File: src/rtl/ethpipe_tx_pkg.sv
// Shared definitions for the GMII transmit path: state encoding, framing bytes
// and default frame-length / gap limits.
package ethpipe_tx_pkg;

  typedef enum logic [2:0] {
    ST_IDLE,
    ST_HDR,
    ST_HDR_WAIT,
    ST_PRE,
    ST_DATA,
    ST_IFG
  } tx_state_e;

  localparam logic [7:0] PREAMBLE_BYTE = 8'h55;
  localparam logic [7:0] SFD_BYTE      = 8'hD5;

  localparam int DEF_MIN_LEN    = 64;
  localparam int DEF_MAX_LEN    = 1518;
  localparam int DEF_IFG_CYCLES = 12;

endpackage

File: src/rtl/gmii_tx_ram_reader.sv
// Pulls length-prefixed frames out of the packet-RAM ring (port B) and drives
// them onto GMII with preamble/SFD and a fixed inter-frame gap.
module gmii_tx_ram_reader
  import ethpipe_tx_pkg::*;
#(
  parameter int ADDR_W     = 16,
  parameter int MIN_LEN    = DEF_MIN_LEN,
  parameter int MAX_LEN    = DEF_MAX_LEN,
  parameter int IFG_CYCLES = DEF_IFG_CYCLES
) (
  input  logic              gmii_tx_clk,
  input  logic              sys_rst_n,
  input  logic              enable,
  input  logic [ADDR_W-1:0] wr_ptr,
  output logic [ADDR_W-1:0] rd_ptr,
  output logic [ADDR_W-1:0] ram_addr,
  output logic              ram_ce,
  input  logic [15:0]       ram_q,
  output logic              gmii_tx_en,
  output logic [7:0]        gmii_txd,
  output logic              busy,
  output logic              tx_done,
  output logic              err_len
);

  tx_state_e         state, state_n;
  logic [15:0]       cnt;
  logic [15:0]       len_q;
  logic [15:0]       hold;
  logic              len_ok;
  logic              last_byte;
  logic [16:0]       len_rnd;
  logic [ADDR_W-1:0] next_hdr;

  assign len_ok    = (ram_q >= 16'(MIN_LEN)) && (ram_q <= 16'(MAX_LEN));
  assign last_byte = (state == ST_DATA) && (cnt == 16'(len_q - 16'd1));
  assign len_rnd   = {1'b0, len_q} + 17'd1;
  assign next_hdr  = rd_ptr + ADDR_W'(1) + ADDR_W'(len_rnd[16:1]);
  assign busy      = (state != ST_IDLE);

  always_comb begin
    state_n = state;
    case (state)
      ST_IDLE:     if (enable && (rd_ptr != wr_ptr)) state_n = ST_HDR;
      ST_HDR:      state_n = ST_HDR_WAIT;
      ST_HDR_WAIT: state_n = len_ok ? ST_PRE : ST_IDLE;
      ST_PRE:      if (cnt == 16'd7) state_n = ST_DATA;
      ST_DATA:     if (last_byte) state_n = ST_IFG;
      ST_IFG:      if (cnt == 16'(IFG_CYCLES - 1)) state_n = ST_IDLE;
      default:     state_n = ST_IDLE;
    endcase
  end

  // Port B runs one word ahead: an address issued at edge E is latched into
  // hold at edge E+2, always on the cycle that emits an odd byte (or the SFD).
  always_ff @(posedge gmii_tx_clk) begin
    if (!sys_rst_n) begin
      state      <= ST_IDLE;
      cnt        <= '0;
      len_q      <= '0;
      hold       <= '0;
      rd_ptr     <= '0;
      ram_addr   <= '0;
      ram_ce     <= 1'b0;
      gmii_tx_en <= 1'b0;
      gmii_txd   <= '0;
      tx_done    <= 1'b0;
      err_len    <= 1'b0;
    end else begin
      state      <= state_n;
      cnt        <= (state_n != state) ? 16'd0 : cnt + 16'd1;
      ram_ce     <= (state_n != ST_IDLE) && (state_n != ST_IFG);
      gmii_tx_en <= 1'b0;
      gmii_txd   <= '0;
      tx_done    <= 1'b0;
      err_len    <= 1'b0;
      case (state)
        ST_IDLE: if (state_n == ST_HDR) ram_addr <= rd_ptr;
        ST_HDR_WAIT: begin
          len_q <= ram_q;
          if (!len_ok) begin
            err_len <= 1'b1;
            rd_ptr  <= wr_ptr;
          end
        end
        ST_PRE: begin
          gmii_tx_en <= 1'b1;
          gmii_txd   <= (cnt == 16'd7) ? SFD_BYTE : PREAMBLE_BYTE;
          if (cnt == 16'd5 || cnt == 16'd7) ram_addr <= ram_addr + ADDR_W'(1);
          if (cnt == 16'd7) hold <= ram_q;
        end
        ST_DATA: begin
          gmii_tx_en <= 1'b1;
          gmii_txd   <= cnt[0] ? hold[15:8] : hold[7:0];
          if (cnt[0]) begin
            ram_addr <= ram_addr + ADDR_W'(1);
            hold     <= ram_q;
          end
          if (last_byte) begin
            tx_done <= 1'b1;
            rd_ptr  <= next_hdr;
          end
        end
        default: ;
      endcase
    end
  end

endmodule

File: config.mk
export PLATFORM = sky130hd
export DESIGN_NAME = gmii_tx_ram_reader
export DESIGN_NICKNAME = d
export VERILOG_FILES = /design/src/rtl/ethpipe_tx_pkg.sv /design/src/rtl/gmii_tx_ram_reader.sv
export SDC_FILE = /design/constraint.sdc
export NUM_CORES = 1
export LEC_CHECK = 0
export ABC_AREA = 1
export BUFFER_PORTS_ARGS = -buffer_cell sky130_fd_sc_hd__buf_2
export CAP_MARGIN = 20
export CORE_MARGIN = 4
export CORE_UTILIZATION = 40
export DETAILED_ROUTE_END_ITERATION = 12
export PLACE_DENSITY = 0.66
export SYNTH_ARGS = -nofsm -noshare
export SYNTH_HDL_FRONTEND = slang
export SYNTH_SLANG_ARGS = --single-unit
File: constraint.sdc
create_clock -name gmii_tx_clk -period 8.2 [get_ports gmii_tx_clk]
set_input_delay 1.64 -clock gmii_tx_clk [delete_from_list [all_inputs] [get_ports gmii_tx_clk]]
set_output_delay 1.64 -clock gmii_tx_clk [all_outputs]
set_load 0.01 [all_outputs]
==> results of run 1 <==
cell families (layout without fill, tap and decap cells):
kind of cell,Yosys count,in the layout,synth area share [%]
AO/OA/AOI/OAI,171,171,13.8
XOR/XNOR,74,74,10.1
adder cells (fa/ha/maj),21,21,4.23
buffers and inverters,138,205,9.10
flip-flops,95,95,29.7
multiplexers,1,1,0.157
AND/OR/NAND/NOR,459,459,32.8
worst min-delay path, stage by stage, from the launching register on:
cell	delay, ns
dfxtp_1	0.31
nand2_1	0.05
a21oi_1	0.05
synthesized netlist by cell type (6+ instances only):
cell type,n,share of area [%]
nand2_1,209,12
nor3_1,10,0.78
nor3_2,7,1.1
dfxtp_1,95,30
nor2_1,93,5.5
inv_2,6,0.35
inv_1,102,6.0
ha_1,20,3.9
clkbuf_1,13,0.76
xor2_1,47,6.4
a21oi_1,78,6.1
xnor2_1,27,3.7
nand4_1,24,2.3
nor2_2,17,1.7
nand3_1,76,5.9
o21ai_0,78,6.1
buf_2,6,0.47
sequential cells by signal, indices dropped and copies added (netlist names):
register    cells
gmii_tx_en      1
cnt            16
rd_ptr         16
err_len         1
ram_ce          1
hold           16
ram_addr       16
tx_done         1
state           3
gmii_txd        8
len_q          16
area by class of cell:
cell class / count / share of cell area [%]
multi-input cells: 726 / 54.3
flip-flops and latches: 95 / 26.4
repair buffers: 81 / 5.70
inverters: 108 / 5.63
well taps: 211 / 3.67
clock buffers: 9 / 3.13
clock inverters: 7 / 1.20
power breakdown:
group | switching (mW) | internal (mW)
Combinational | 0.160 | 0.0864
Sequential | 0.0302 | 0.479
Clock | 0.219 | 0.219
cell usage in the layout (no fill, tap or decap), types with 4 or more instances in the layout:
cell type | Yosys | final
nand2_1 | 209 | 209
inv_1 | 102 | 102
dfxtp_1 | 95 | 95
nor2_1 | 93 | 93
buf_2 | 6 | 79
o21ai_0 | 78 | 78
a21oi_1 | 78 | 78
nand3_1 | 76 | 76
xor2_1 | 47 | 47
xnor2_1 | 27 | 27
nand4_1 | 24 | 24
ha_1 | 20 | 20
nor2_2 | 17 | 17
nor3_1 | 10 | 10
clkbuf_16 | 0 | 9
nor3_2 | 7 | 7
inv_2 | 6 | 6
a31oi_1 | 5 | 5
nor4_1 | 4 | 4
how the worst max path moves through the flow:
stage,from,to
after floorplan,ram_q[9],cnt[14]
after global placement,ram_q[11],cnt[13]
after detailed placement,ram_q[11],cnt[13]
after CTS,ram_q[11],cnt[13]
after global routing,len_q[0],rd_ptr[13]
final,ram_q[11],cnt[13]
per-layer routing:
layer / GRT usage, % / wire length (µm)
met1: 27.7 / 8590
met5: 0 / 0
met4: 6.39 / 358
met3: 4.39 / 1160
met2: 33.7 / 8540
through the flow:
| stage | utilization (%) | setup slack [ns] | cell area [µm²] | total power, mW | cells |
|---|---|---|---|---|---|
| after floorplan | - | 5.15 | 6390 | 0.695 | 959 |
| after global placement | 44.7 | 4.39 | 6890 | 0.763 | 1221 |
| after detailed placement | 44.7 | 4.34 | 6890 | 0.764 | 1221 |
| after CTS | 46.7 | 4.67 | 7200 | 1.20 | 1237 |
| after global routing | 46.7 | 4.38 | 7200 | 1.25 | 1237 |
| final | 46.7 | 4.67 | 7200 | 1.19 | 1237 |
==> impl_results.md, run 1 <==
* Worst path top cell family by delay: simple AND/OR/NAND/NOR gates
* Final hold violations at 0
* R2R setup slack at approximately 4.8 ns
* Highest Clock Rate at around 280 MHz
* Most used DFF post-synth: dfxtp_1
* TritonRoute pass-1 iters at 6
* Routed Antenna Nets at 0
* Slew of the pin with the lowest slew margin at 0.909 ns
* Top-Level Pins at 80
* Htree depth at 3
* Root Buffer: clkbuf_16
* Post-DP HPWL at 14.3 mm
* Die footprint at 0.0181 mm²
* Via/cell ratio at 5.18
* Max_slew headroom at between 30% and 40%
* Mapped Area at 0.00639 mm²
* CP bufs+invs at 2
* Initial Util at 41.4%
* Clock sink count at 95
* Placer Congestion at 0.933
* Cell row count at 45
* RR Endpoint: rd_ptr[15]
* Antenna violations before repair at 0
* Crit path largest cell delay at 0.56 ns
* Port bufs at 79
* Unrepaired setup endpoints after global routing: false
* Multi-input logic area at 0.00391 mm²
* Register area at 0.00190 mm²
* Register area share after synthesis at between 20% and 30%
* DR vias at 6404
* PostCTS Resize Cnt at 0
* Count of cell types in the netlist at 41
* Synth warn at 0
* Initial DRC count at between 600 and 700
* Synthesized flop and latch total at 95
* Die Ht at around 130 µm
* Tightest Hold Check Type: flip-flop to flip-flop
* Total CTS buffers at 9
* Clock-pin slew on the worst setup and hold paths at 0.08 ns
* Crit-path max FO at 18
* Status: complete, no violations
* Async SR Flop Fraction at 0%
* DRC viols at 0
* Hold EP: gmii_txd[5]
* Cell Chain, Critical Path: buf_2 > inv_1 > o21ai_0 > nor3_1 > nand4_2 > nand2_1 > nor2_1 > nand2_1 > nand2_1 > nand2_2 > nor2_1
* Min-Delay Startpoint: hold[13]
* Post-CTS Setup Inserts at 0
* GRT Util Overall at 20.8%
* Max Cap Viol at 0
* Worst-Skew Late Latency at 0.37 ns
* CP max stage cell: nand4_2
* Ant. Diodes at 0
* Crit path launch type: primary input
* Setup TNS at 0 ns
* Post-synth net total at 1015
* Worst EP required at 8.44 ns
* WP data arrival at 3.77 ns
* Power per cell area at around 170 mW/mm²
* Clock skew at 0.0107 ns
* Area Growth Syn to Fin at 12.7%
* Fin Hold WS at 0.456 ns
* First-pass GRT wire length at 29.9 mm
* Number of synthesized flops with an enable pin at 0
* Cell count of the worst hold path at 2
* Layout cells sized above 1 at approximately 14%
* Setup CP Type: primary input to flip-flop
* Crit share post-route at 43.0%
* Overall routed net length at 18.6 mm
* Cell count of the worst reg-to-reg path at 19
* Worst setup EP type: flip-flop
* TritonCTS clock tree: built
* Final max-slew violation count at 0
* Final setup viols at 0
* Vias in the first global route at between 5000 and 6000
* Worst path depth at 11
* Post-synthesis cell count at 959
* Mapped Avg Cell Area at 6.67 µm²
* Drt wl/cell at about 15 µm
* Clock period minus worst slack at 3.53 ns
* Worst VDD drop at approximately 0.16 mV
* # hold bufs at CTS at 0
* Clk buf depth at 2
* LEAKAGE at between 3 and 4 nW
* Largest net degree at the start of global routing at 52
* Grt total ovfl at 0
* Layout fillers at 1661
* Crit-path most repeated cell: nand2_1
* Critical R2R Launch: len_q[0]
* Die Wd at 134 µm
* Core footprint at between 0.015 and 0.02 mm²
* Nets at about 1100
Note: power is estimated with default switching activity, not from simulation.
==> run 2: changes to the inputs <==
--- a/config.mk
+++ b/config.mk
@@ -11,7 +11,7 @@
 export CORE_MARGIN = 4
 export CORE_UTILIZATION = 40
 export DETAILED_ROUTE_END_ITERATION = 12
-export PLACE_DENSITY = 0.66
+export PLACE_DENSITY = 0.68
 export SYNTH_ARGS = -nofsm -noshare
 export SYNTH_HDL_FRONTEND = slang
 export SYNTH_SLANG_ARGS = --single-unit
==> constraint.sdc (replaced) <==
create_clock -name gmii_tx_clk -period 3 [get_ports gmii_tx_clk]
set_input_delay 0.6 -clock gmii_tx_clk [delete_from_list [all_inputs] [get_ports gmii_tx_clk]]
set_output_delay 0.6 -clock gmii_tx_clk [all_outputs]
set_load 0.01 [all_outputs]
==> impl_results.md, run 2 (synthesized netlist as in run 1, its figures left out) <==
* Status: complete, no violations (unchanged)
* Crit-path max FO at 5 (was 18)
* Core footprint at 0.0154 mm² (unchanged)
* Worst-Skew Late Latency at 0.36 ns (was 0.37 ns)
* TritonCTS clock tree: built (unchanged)
* Die Ht at 134 µm (unchanged)
* Switching Fraction at 33.6% (was 34.3%)
* Worst setup EP type: flip-flop (unchanged)
* Slew of the pin with the lowest slew margin at 0.484 ns (was 0.909 ns)
* Routed Antenna Nets at 0 (unchanged)
* Worst EP required at 3.25 ns (was 8.44 ns)
* WP data arrival at 3.20 ns (was 3.77 ns)
* GRT Util Overall at 21.0% (was 20.8%)
* Initial DRC count at 535 (was 607)
* Cell internal pwr at 2.16 mW (was 784 µW)
* Die footprint at 0.0181 mm² (unchanged)
* Clock skew at 0.0111 ns (was 0.0107 ns)
* Initial Util at 41.4% (unchanged)
* Vias in the first global route at 6011 (was 5849)
* Post-route cell area at 0.00761 mm² (was 0.00720 mm²)
* Register share of total power at 42.4% (was 42.7%)
* Clock-pin slew on the worst setup and hold paths at 0.07 ns (was 0.08 ns)
* Crit. Startpoint: len_q[2] (was ram_q[11])
* Number of cells after detailed placement at 1245 (was 1221)
* Grt total ovfl at 0 (unchanged)
* NetSw at 1.10 mW (was 409 µW)
* Final hold violations at 0 (unchanged)
* Tightest Hold Check Type: flip-flop to flip-flop (unchanged)
* Drt wl/cell at 15.1 µm (about the same)
* Fin Hold WS at 0.450 ns (was 0.456 ns)
* Clock period minus worst slack at roughly 3 ns
* Total CTS buffers at 9 (unchanged)
* Max_slew headroom at 67.7% (was 39.3%)
* DRC viols at 0 (unchanged)
* Largest net degree at the start of global routing at 51 (was 52)
* Cell row count at 45 (unchanged)
* Max Cap Viol at 0 (unchanged)
* TritonRoute pass-1 iters at 6 (unchanged)
* Die Wd at 134 µm (unchanged)
* Top-Level Pins at 80 (unchanged)
* Fin cells at 1268 (was 1237)
* Commonest non-fill, non-tap cells in the layout: nand2_1, inv_1, dfxtp_1, nor2_1, buf_2 (unchanged)
* Min-Delay Startpoint: hold[7] (was hold[13])
* Ant. Diodes at 0 (unchanged)
* Cell count of the worst hold path at 2 (unchanged)
* Antenna violations before repair at 0 (unchanged)
* Htree depth at 3 (unchanged)
* Port bufs at 79 (unchanged)
* Commonest non-fill, non-tap cell in the layout: nand2_1 (unchanged)
* Clock power share at 35.0% (was 36.7%)
* Overall routed net length at 19.1 mm (was 18.6 mm)
* Placer Congestion at 0.940 (was 0.933)
* Crit path launch type: flip-flop (was primary input)
* Final setup viols at 0 (unchanged)
* DP Area at 0.00707 mm² (was 0.00689 mm²)
* Root Buffer: clkbuf_16 (unchanged)
* Worst VDD drop at 0.319 mV (was 0.161 mV)
* Clk buf depth at 2 (unchanged)
* Post-DP HPWL at 14.5 mm (was 14.3 mm)
* Final max-slew violation count at 0 (unchanged)
* Crit share post-route at a little over nine tenths
* Power per cell area at 428 mW/mm² (was 166 mW/mm²)
* Via/cell ratio at 5.22 (was 5.18)
* Critical R2R Launch: len_q[2] (was len_q[0])
* Register area at 0.00191 mm² (was 0.00190 mm²)
* Clock sink count at 95 (unchanged)
* Area Growth Syn to Fin at 19.0% (was 12.7%)
* LEAKAGE at 3.48 nW (was 3.29 nW)
* Highest Clock Rate at 339 MHz
* Cell count of the worst reg-to-reg path at 20 (was 19)
* Layout cells sized above 1 at 19.4% (was 13.9%)
* Nets at 1108 (was 1077)
* Layout fillers at 1600 (was 1661)
* DR vias at 6618 (was 6404)
* Gate power share at 22.6% (was 20.6%)
* Unrepaired setup endpoints after global routing: true (was false)
* Setup CP Type: flip-flop to flip-flop (was primary input to flip-flop)
* Multi-input logic area at 0.00410 mm² (was 0.00391 mm²)
* First-pass GRT wire length at 30.5 mm (was 29.9 mm)
==> run 2: metrics by stage <==
step           utilization, %  power (mW)  setup TNS [ns]  setup WS, ns
6_report                 49.3        3.26               0        0.0484
5_1_grt                  49.3        3.43          -0.475        -0.154
4_1_cts                  47.8        3.25               0        0.0355
3_5_place_dp             45.8        2.11         -0.0531       -0.0301
3_3_place_gp             45.8        2.10               0        0.0606
2_1_floorplan               -        1.90               0         0.156
==> run 2: what timing repair did <==
item / in CTS / in global routing
gates resized for setup: 3 / 43
setup endpoints to repair: 3 / 9
buffers inserted: 0 / 7
hold buffers: 0 / 0
pin swaps: 0 / 16
==> run 2: power groups by stage <==
stage | combinational, mW | clock [mW] | sequential (mW)
after global routing | 0.830 | 1.21 | 1.39
final | 0.737 | 1.14 | 1.38
after detailed placement | 0.704 | 0 | 1.41
after CTS | 0.708 | 1.16 | 1.38
after floorplan | 0.499 | 0 | 1.40
after global placement | 0.693 | 0 | 1.41
==> run 2: area by class of cell <==
cell class / instances / area share, %
Multi-Input combinational cell: 726 / 53.9
Sequential cell: 95 / 25.1
Timing Repair Buffer: 112 / 8.46
Inverter: 108 / 5.36
Tap cell: 211 / 3.47
Clock buffer: 10 / 3.01
Clock inverter: 6 / 0.757
==> run 2: path summary, 6_finish.rpt <==
path	to	slack (ns)
worst max-delay path	rd_ptr[15]	0.05
worst min-delay path	hold[7]	0.45
worst max register to register	rd_ptr[15]	0.05
worst min register to register	hold[7]	0.45
==> run 2: metal layers <==
| layer | global-route usage [%] | vias up | part of all wire (%) |
|---|---|---|---|
| li1 | - | 3320 | - |
| met5 | 0 | - | 0 |
| met4 | 7.52 | 0 | 2.0 |
| met1 | 28.4 | 3041 | 46 |
| met2 | 34.0 | 230 | 45 |
| met3 | 3.26 | 27 | 6.6 |
==> run 2: worst max-delay path, stage by stage (launching register included) <==
cell,delay (ns)
dfxtp_4,0.37
inv_4,0.04
nor3_4,0.20
nand3_2,0.14
nor3_4,0.24
nand3_2,0.12
nor2_4,0.15
nand3_4,0.11
nand2_2,0.12
o31ai_4,0.07
ha_1,0.31
buf_4,0.13
nand2_1,0.10
nor3_4,0.22
nand3_1,0.12
nand2_1,0.08
nand3_1,0.06
nand3_1,0.07
nand2_1,0.05
nand3_1,0.09
a21oi_2,0.05
